File: src/rtl/piso_bit_counter.sv
`default_nettype none
// ============================================================================
// Module      : piso_bit_counter
// Description : Counts bits consumed in the current word of the PISO
//               transmitter. Synchronous clear has priority over increment.
//               'last' flags the final bit position (cnt == WIDTH-1).
// Ports       : clk  - clock
//               rst  - asynchronous active-high reset
//               clr  - return the count to zero on the next edge
//               inc  - advance the count by one on the next edge
//               cnt  - current bit count, $clog2(WIDTH) bits
//               last - high while cnt points at the final bit
// Revision    : 1.0 - initial release
// ============================================================================
module piso_bit_counter #(
   parameter int WIDTH = 4
) (
   input  logic                     clk,
   input  logic                     rst,
   input  logic                     clr,
   input  logic                     inc,
   output logic [$clog2(WIDTH)-1:0] cnt,
   output logic                     last
);

   localparam int                 CNT_W      = $clog2(WIDTH);
   localparam logic [CNT_W-1:0]   c_last_cnt = CNT_W'(WIDTH - 1);

   logic [CNT_W-1:0] r_cnt;

   always_ff @(posedge clk or posedge rst) begin
      if (rst) begin
         r_cnt <= '0;
      end else if (clr) begin
         r_cnt <= '0;
      end else if (inc) begin
         r_cnt <= r_cnt + 1'b1;
      end
   end

   assign cnt  = r_cnt;
   assign last = (r_cnt == c_last_cnt);

endmodule
`default_nettype wire

File: src/rtl/piso_shift_reg.sv
`default_nettype none
// ============================================================================
// Module      : piso_shift_reg
// Description : Parallel-in serial-out transmitter. A word is captured on a
//               load/ready handshake and shifted out one bit per enabled
//               clock. A load offered together with the final enabled bit
//               chains the next word with no idle gap.
// Ports       : clk   - clock
//               rst   - asynchronous active-high reset
//               load  - request to capture din (honoured only when ready=1)
//               din   - parallel word, WIDTH bits
//               en    - shift enable; current bit consumed on an enabled edge
//               ready - load will be accepted this cycle (combinational)
//               sout  - serial data out (IDLE_LEVEL while not busy)
//               busy  - a word is being transmitted
//               done  - one-cycle pulse after a word's last bit is consumed
// Revision    : 1.0 - initial release
// ============================================================================
module piso_shift_reg #(
   parameter int   WIDTH      = 4,
   parameter bit   MSB_FIRST  = 1'b1,
   parameter logic IDLE_LEVEL = 1'b0
) (
   input  logic             clk,
   input  logic             rst,
   input  logic             load,
   input  logic [WIDTH-1:0] din,
   input  logic             en,
   output logic             ready,
   output logic             sout,
   output logic             busy,
   output logic             done
);

   localparam int       CNT_W     = $clog2(WIDTH);
   localparam int       c_out_bit = MSB_FIRST ? (WIDTH - 1) : 0;
   localparam logic [0:0] c_idle  = 1'b0;
   localparam logic [0:0] c_shift = 1'b1;

   logic [0:0]       r_state;
   logic [WIDTH-1:0] r_shreg;
   logic             r_done;

   logic [WIDTH-1:0] w_shifted;
   logic [CNT_W-1:0] w_cnt;
   logic             w_last;
   logic             w_busy;
   logic             w_clr;
   logic             w_inc;

   assign w_busy = (r_state == c_shift);

   // Counter restarts on every accepted word and at the end of every word,
   // so it always reads zero in IDLE.
   assign w_clr  = (!w_busy && load) || (w_busy && en && w_last);
   assign w_inc  = w_busy && en && !w_last;

   piso_bit_counter #(
      .WIDTH (WIDTH)
   ) u_bit_counter (
      .clk  (clk),
      .rst  (rst),
      .clr  (w_clr),
      .inc  (w_inc),
      .cnt  (w_cnt),
      .last (w_last)
   );

   // Shift toward the output bit, back-filling with zero.
   generate
      if (MSB_FIRST) begin : g_msb_first
         assign w_shifted = {r_shreg[WIDTH-2:0], 1'b0};
      end else begin : g_lsb_first
         assign w_shifted = {1'b0, r_shreg[WIDTH-1:1]};
      end
   endgenerate

   always_ff @(posedge clk or posedge rst) begin
      if (rst) begin
         r_state <= c_idle;
         r_shreg <= '0;
         r_done  <= 1'b0;
      end else begin
         r_done <= 1'b0;
         if (r_state == c_idle) begin
            if (load) begin
               r_shreg <= din;
               r_state <= c_shift;
            end
         end else if (en) begin
            if (w_last) begin
               r_done <= 1'b1;
               if (load) begin
                  r_shreg <= din;
               end else begin
                  r_state <= c_idle;
               end
            end else begin
               r_shreg <= w_shifted;
            end
         end
      end
   end

   // cnt only feeds 'last'; the explicit compare keeps all of it in use.
   assign ready = !w_busy || (en && w_last && (w_cnt == CNT_W'(WIDTH - 1)));
   assign busy  = w_busy;
   assign done  = r_done;
   assign sout  = w_busy ? r_shreg[c_out_bit] : IDLE_LEVEL;

endmodule
`default_nettype wire
File: config.mk
export PLATFORM = sky130hd
export DESIGN_NAME = piso_shift_reg
export DESIGN_NICKNAME = d
export VERILOG_FILES = /design/src/rtl/piso_bit_counter.sv /design/src/rtl/piso_shift_reg.sv
export SDC_FILE = /design/constraint.sdc
export NUM_CORES = 1
export LEC_CHECK = 0
export CAP_MARGIN = 20
export CORE_AREA = 4 4 41 43
export CTS_BUF_LIST = sky130_fd_sc_hd__clkbuf_2 sky130_fd_sc_hd__clkbuf_4 sky130_fd_sc_hd__clkbuf_8
export CTS_CLUSTER_DIAMETER = 30
export DETAILED_ROUTE_END_ITERATION = 6
export DIE_AREA = 0 0 45 47
export DONT_BUFFER_PORTS = 1
export GPL_TIMING_DRIVEN = 0
export PLACE_DENSITY_LB_ADDON = 0.08
export SYNTH_ARGS = -nofsm -noshare
export SYNTH_HDL_FRONTEND = slang
export SYNTH_SLANG_ARGS = --single-unit
File: constraint.sdc
create_clock -name clk -period 3.55 [get_ports clk]
set_input_delay 0.71 -clock clk [delete_from_list [all_inputs] [get_ports clk]]
set_output_delay 0.71 -clock clk [all_outputs]
set_load 0.005 [all_outputs]
**Word level (Yosys, flattened, before mapping)**

Cells that the tools add are included.

- Add/subtract/negate cells: 1
- $mul: 0
- Divide/modulo/power cells: 0
- Order comparisons: 0
- Equality and inequality tests: 2
- Shifts and indexed selects: 0
- Multiplexer cells: 14
- Bitwise gates (word level): 0
- Reductions and logical operators: 11

Operators by type and width:

| cell | number |
|---|---|
| two-way mux 4 bit | 4 |
| two-way mux 1 bit | 8 |
| logical AND 1 bit | 6 |
| two-way mux 2 bit | 2 |
| adder 2 x 1 -> 2 bit, second input constant | 1 |
| == test 2 bit, second input constant | 1 |
| zero test 1 bit | 2 |
| logical OR 1 bit | 2 |
| != test 2 bit, second input constant | 1 |
| nonzero test 2 bit | 1 |

- Register bits after elaboration: 8
- Bits in latches: 0
- Bits in writable memories: 0
- ROM bits: 0
- Bits of input ports: 8
- Output and inout port bits: 4
- Logic and storage cells: 32
- Memories: 0

**Logic depth before layout (Yosys ltp)**

- Word-level depth: 5
- Depth in mapped cells: 4
- Gate-level depth less buffers: 4

**Cells and area by module**

From an unflattened synthesis, not the netlist that was laid out.

- Cells, all modules: 40
- Area total of the unflattened synthesis: 430.4 um^2

Modules (own cells, without submodules):

| module | instances | cells an instance | area an instance (um^2) | sequential area each (um^2) |
|---|---|---|---|---|
| piso_shift_reg | 1 | 32 | 337.8 | 150.1 |
| piso_bit_counter | 1 | 8 | 92.6 | 50.0 |

**Worst setup path before layout**

OpenSTA, ideal clock, no wires.

- Path kind: in2out
- Start point: input en
- End point: output ready
- Data arrival time: 0.973 ns
- Data required time: 2.840 ns
- Path slack: 1.867 ns
- Stages on the path: 2
- Buffers on the path: 0
- Cells stage by stage: nor2b_2 nor2_2

- Cells in the longest elaborated chain, start to end: 3

Ends and longest elaborated chain:

| element | line | source |
|---|---|---|
| start: declaration | piso_shift_reg.sv:28 | `input logic en,` |
| logical AND 1 bit (2 in a row) | piso_shift_reg.sv:106 | `assign ready = !w_busy \|\| (en && w_last && (w_cnt == CNT_W'(WIDTH - 1)));` |
| logical OR 1 bit | piso_shift_reg.sv:106 |  |
| end: declaration | piso_shift_reg.sv:29 | `output logic ready,` |

No other way between the ends.

**Final worst setup path**

- Start point: register u_bit_counter.r_cnt[0] (netlist: u_bit_counter.cnt[0])
- End point: output ready

- Cells in the longest elaborated chain, start to end: 4

Ends and longest elaborated chain:

| element | line | source |
|---|---|---|
| start: declaration | piso_bit_counter.sv:29 | `logic [CNT_W-1:0] r_cnt;` |
| start signal: assignment | piso_bit_counter.sv:37 | `r_cnt <= r_cnt + 1'b1;` |
| == test 2 bit (*) | piso_bit_counter.sv:42, piso_shift_reg.sv:106 |  |
| logical AND 1 bit | piso_shift_reg.sv:106 |  |
| logical AND 1 bit (*) | piso_shift_reg.sv:106 |  |
| logical OR 1 bit (*) | piso_shift_reg.sv:106 |  |

Every way passes the cells marked *; elsewhere a longest branch is shown, timed or not.

==> key figures <==
Worst setup path
  • WS Path Type: reg2out
  • Crit path from: u_bit_counter.cnt[0]
  • Crit start category: flop
  • Worst R2R End: r_shreg[1]
  • CP endpoint kind: output pin
  • R2R Setup Slk: 2.23 ns
  • Worst Path Required: 2.84 ns
  • CP Cell Sequence: ha_1 > nor2b_4 > nor2_2
  • Worst path max stage delay: 0.42 ns
  • Crit path DAT: 1.19 ns
  • Critical Path Fanout Max: 6
  • R2R depth: 4
  • Slowest cell on crit path: dfrtp_1
  • Critical path endpoint: ready
  • Worst r2r src: u_bit_counter.cnt[0]

STA
  • Fmax: 0.5276 GHz
  • Worst-Margin Slew: 0.3097 ns
  • Period utilisation layout: 53.39%
  • Unrepaired setup endpoints after global routing: false
  • Worst hold slack: 0.2870 ns
  • PnR worst setup slack: 1.655 ns
  • Setup_tns: 0 ns
  • Layout Skew: 0.003815 ns
  • Final setup fails: 0
  • Period minus WS final: 1.895 ns
  • Max Slew Vio Count: 0
  • Hold Fails Final Rpt: 0
  • Slew margin rel.: 79.33%

Cells and area
  • Nets: 52
  • Layout cell share with drive strength beyond 1: 35.00%
  • Diode count: 0
  • Fill cells: 140
  • Non-Filler Instances: 55
  • Area Overhead vs Synth: 9.429%

Die
  • CORE AREA: 1301 µm²
  • Initial Utilization: 33.65%
  • Row count: 13
  • Die area: 2115 µm²
  • Die Ht: 47 µm
  • # IOs: 12
  • Die Wd: 45 µm

Synth
  • Syn nets: 47
  • Post-synthesis async set-or-reset flop share: 100.0%
  • Synth Flop Type: dfrtp_1
  • Post-synth EDFFs: 0
  • Synth warnings: 0
  • Post-Synthesis Cells: 37
  • Synth area leaders: dfrtp_1 (46%), and3b_2 (6.9%), o2bb2ai_1 (6.0%)
  • Top cells by count, synth: dfrtp_1 (8), a31oi_1 (3), and3b_2 (3), o2bb2ai_1 (3)
  • Top-count cell post-synth: dfrtp_1
  • #FFs+latches synth: 8
  • Synth area leader: dfrtp_1
  • Seq/Total Area, Yosys: 45.71%
  • Area share of the largest cell type after synthesis: 45.71%
  • Mean Syn Cell Area: 11.84 µm²
  • Unique masters post-synth: 22
  • Synth Cell Area: 437.9 µm²

Drt
  • Wire per inst: 15.65 µm
  • DRC viols: 0
  • DR iter-0 viols: 3
  • DR vias/cell: 5.600
  • DR vias: 308
  • Antenna-violating nets left: 0
  • Pre-Repair DR Iteration Count: 2
  • Final wirelength: 861 µm

Clock tree
  • Clock root buffer: clkbuf_4
  • Clk_lat worst skew: 0.25 ns
  • H-tree depth: 1
  • Clock-pin slew on the worst setup and hold paths: 0.05 ns
  • Post-CTS Setup Inserts: 0
  • CTS tree: done
  • Clock net sink count: 8
  • CTS Buf Count: 3
  • Post_cts resized: 0
  • CTS Buffer Depth: 2
  • Hold-fix buffers at CTS: 0

Pwr
  • Static Leakage: 0.2302 nW
  • Peak VDD IR: 0.0003162 V
  • PD cells: 709.2 nW/µm²

Place
  • Cell count after placement: 52
  • Pre-CTS WS: 1.784 ns
  • I/O Buffers: 0
  • HPWL Detailed: 652.7 µm
  • Routability cong.: 0.7386

GRT
  • Initial antenna violation count: 0
  • Grt ovf: 0
  • Largest net degree at the start of global routing: 11
  • Number of global-route vias before repair: 301
  • Gr usage total: 9.634%
  • First-pass GRT wire length: 1442 µm

Outcome
  • Status: finished clean

Worst hold path
  • Worst Hold Class: in2async

Run
  • Max Cap Violations: 0
-- worst max-delay path: cells and delay by family (launching register included) --
kind	cells	cell delay, ns
adders and majority gates	1	0.30
DFF	1	0.42
and+or+nand+nor	2	0.22
-- cell families after synthesis --
family	count (synthesis)	share of synthesized area, %
DFF	8	45.71
muxes	1	2.571
buffers and inverters	2	3.428
AOI/OAI and AO/OA	10	18.29
adders and majority gates	2	5.713
and+or+nand+nor	14	24.29
-- layout by cell type, fill, tap and decap left out, types with 2 or more instances in the layout --
| cell type | netlist | final |
|---|---|---|
| o2bb2ai_1 | 3 | 3 |
| and3b_2 | 3 | 3 |
| dfrtp_1 | 8 | 8 |
| nor2_1 | 2 | 2 |
| a31oi_1 | 3 | 3 |
| ha_1 | 2 | 2 |
| clkbuf_4 | 0 | 3 |
-- how the worst min path moves through the flow --
stage                                 endpoint  depth (start not counted)  startpoint  slack [ns]
final                                     done                          1         rst        0.29
after global routing      u_bit_counter.cnt[1]                          1         rst        0.30
after floorplan                     r_shreg[2]                          1  r_shreg[2]        0.45
after detailed placement            r_shreg[2]                          1  r_shreg[2]        0.47
after CTS                                 done                          1         rst        0.30
after global placement              r_shreg[2]                          1  r_shreg[2]        0.46
-- area by class of cell --
cell class | count | area (µm²) | share of cell area (%)
Multi-Input combinational cell | 27 | 222.7 | 46.48
Sequential cell | 8 | 200.2 | 41.78
Clock buffer | 3 | 22.52 | 4.700
Tap cell | 15 | 18.77 | 3.916
Buffer | 1 | 11.26 | 2.350
Inverter | 1 | 3.754 | 0.7833
-- where the power goes --
group          switching [mW]  internal, mW  leakage, nW
logic                  0.0593        0.0690        0.115
registers              0.0208         0.122        0.101
clock network          0.0302        0.0386       0.0138
-- metal layers --
| layer | vias up | track usage, % | share of wire [%] |
|---|---|---|---|
| met1 | 149 | 11.40 | 45 |
| met3 | 0 | 6.897 | 10 |
| met4 | 0 | 1.754 | 0 |
| met2 | 12 | 14.41 | 45 |
| li1 | 147 | - | - |
| met5 | - | 0 | 0 |
-- through the flow --
step	util (%)	power, mW	cell area, µm²
CTS	36.83	0.3454	479.2
floorplan	-	0.2477	437.9
finish	36.83	0.3399	479.2
detailed placement	35.10	0.2733	456.7
global placement	35.10	0.2648	456.7
global route	36.83	0.3698	479.2
-- registers in the layout (all words and copies together), names as in the netlist --
name,flops
u_bit_counter.cnt,2
busy,1
done,1
r_shreg,4
No activity file was read; power rests on OpenSTA's default activity.
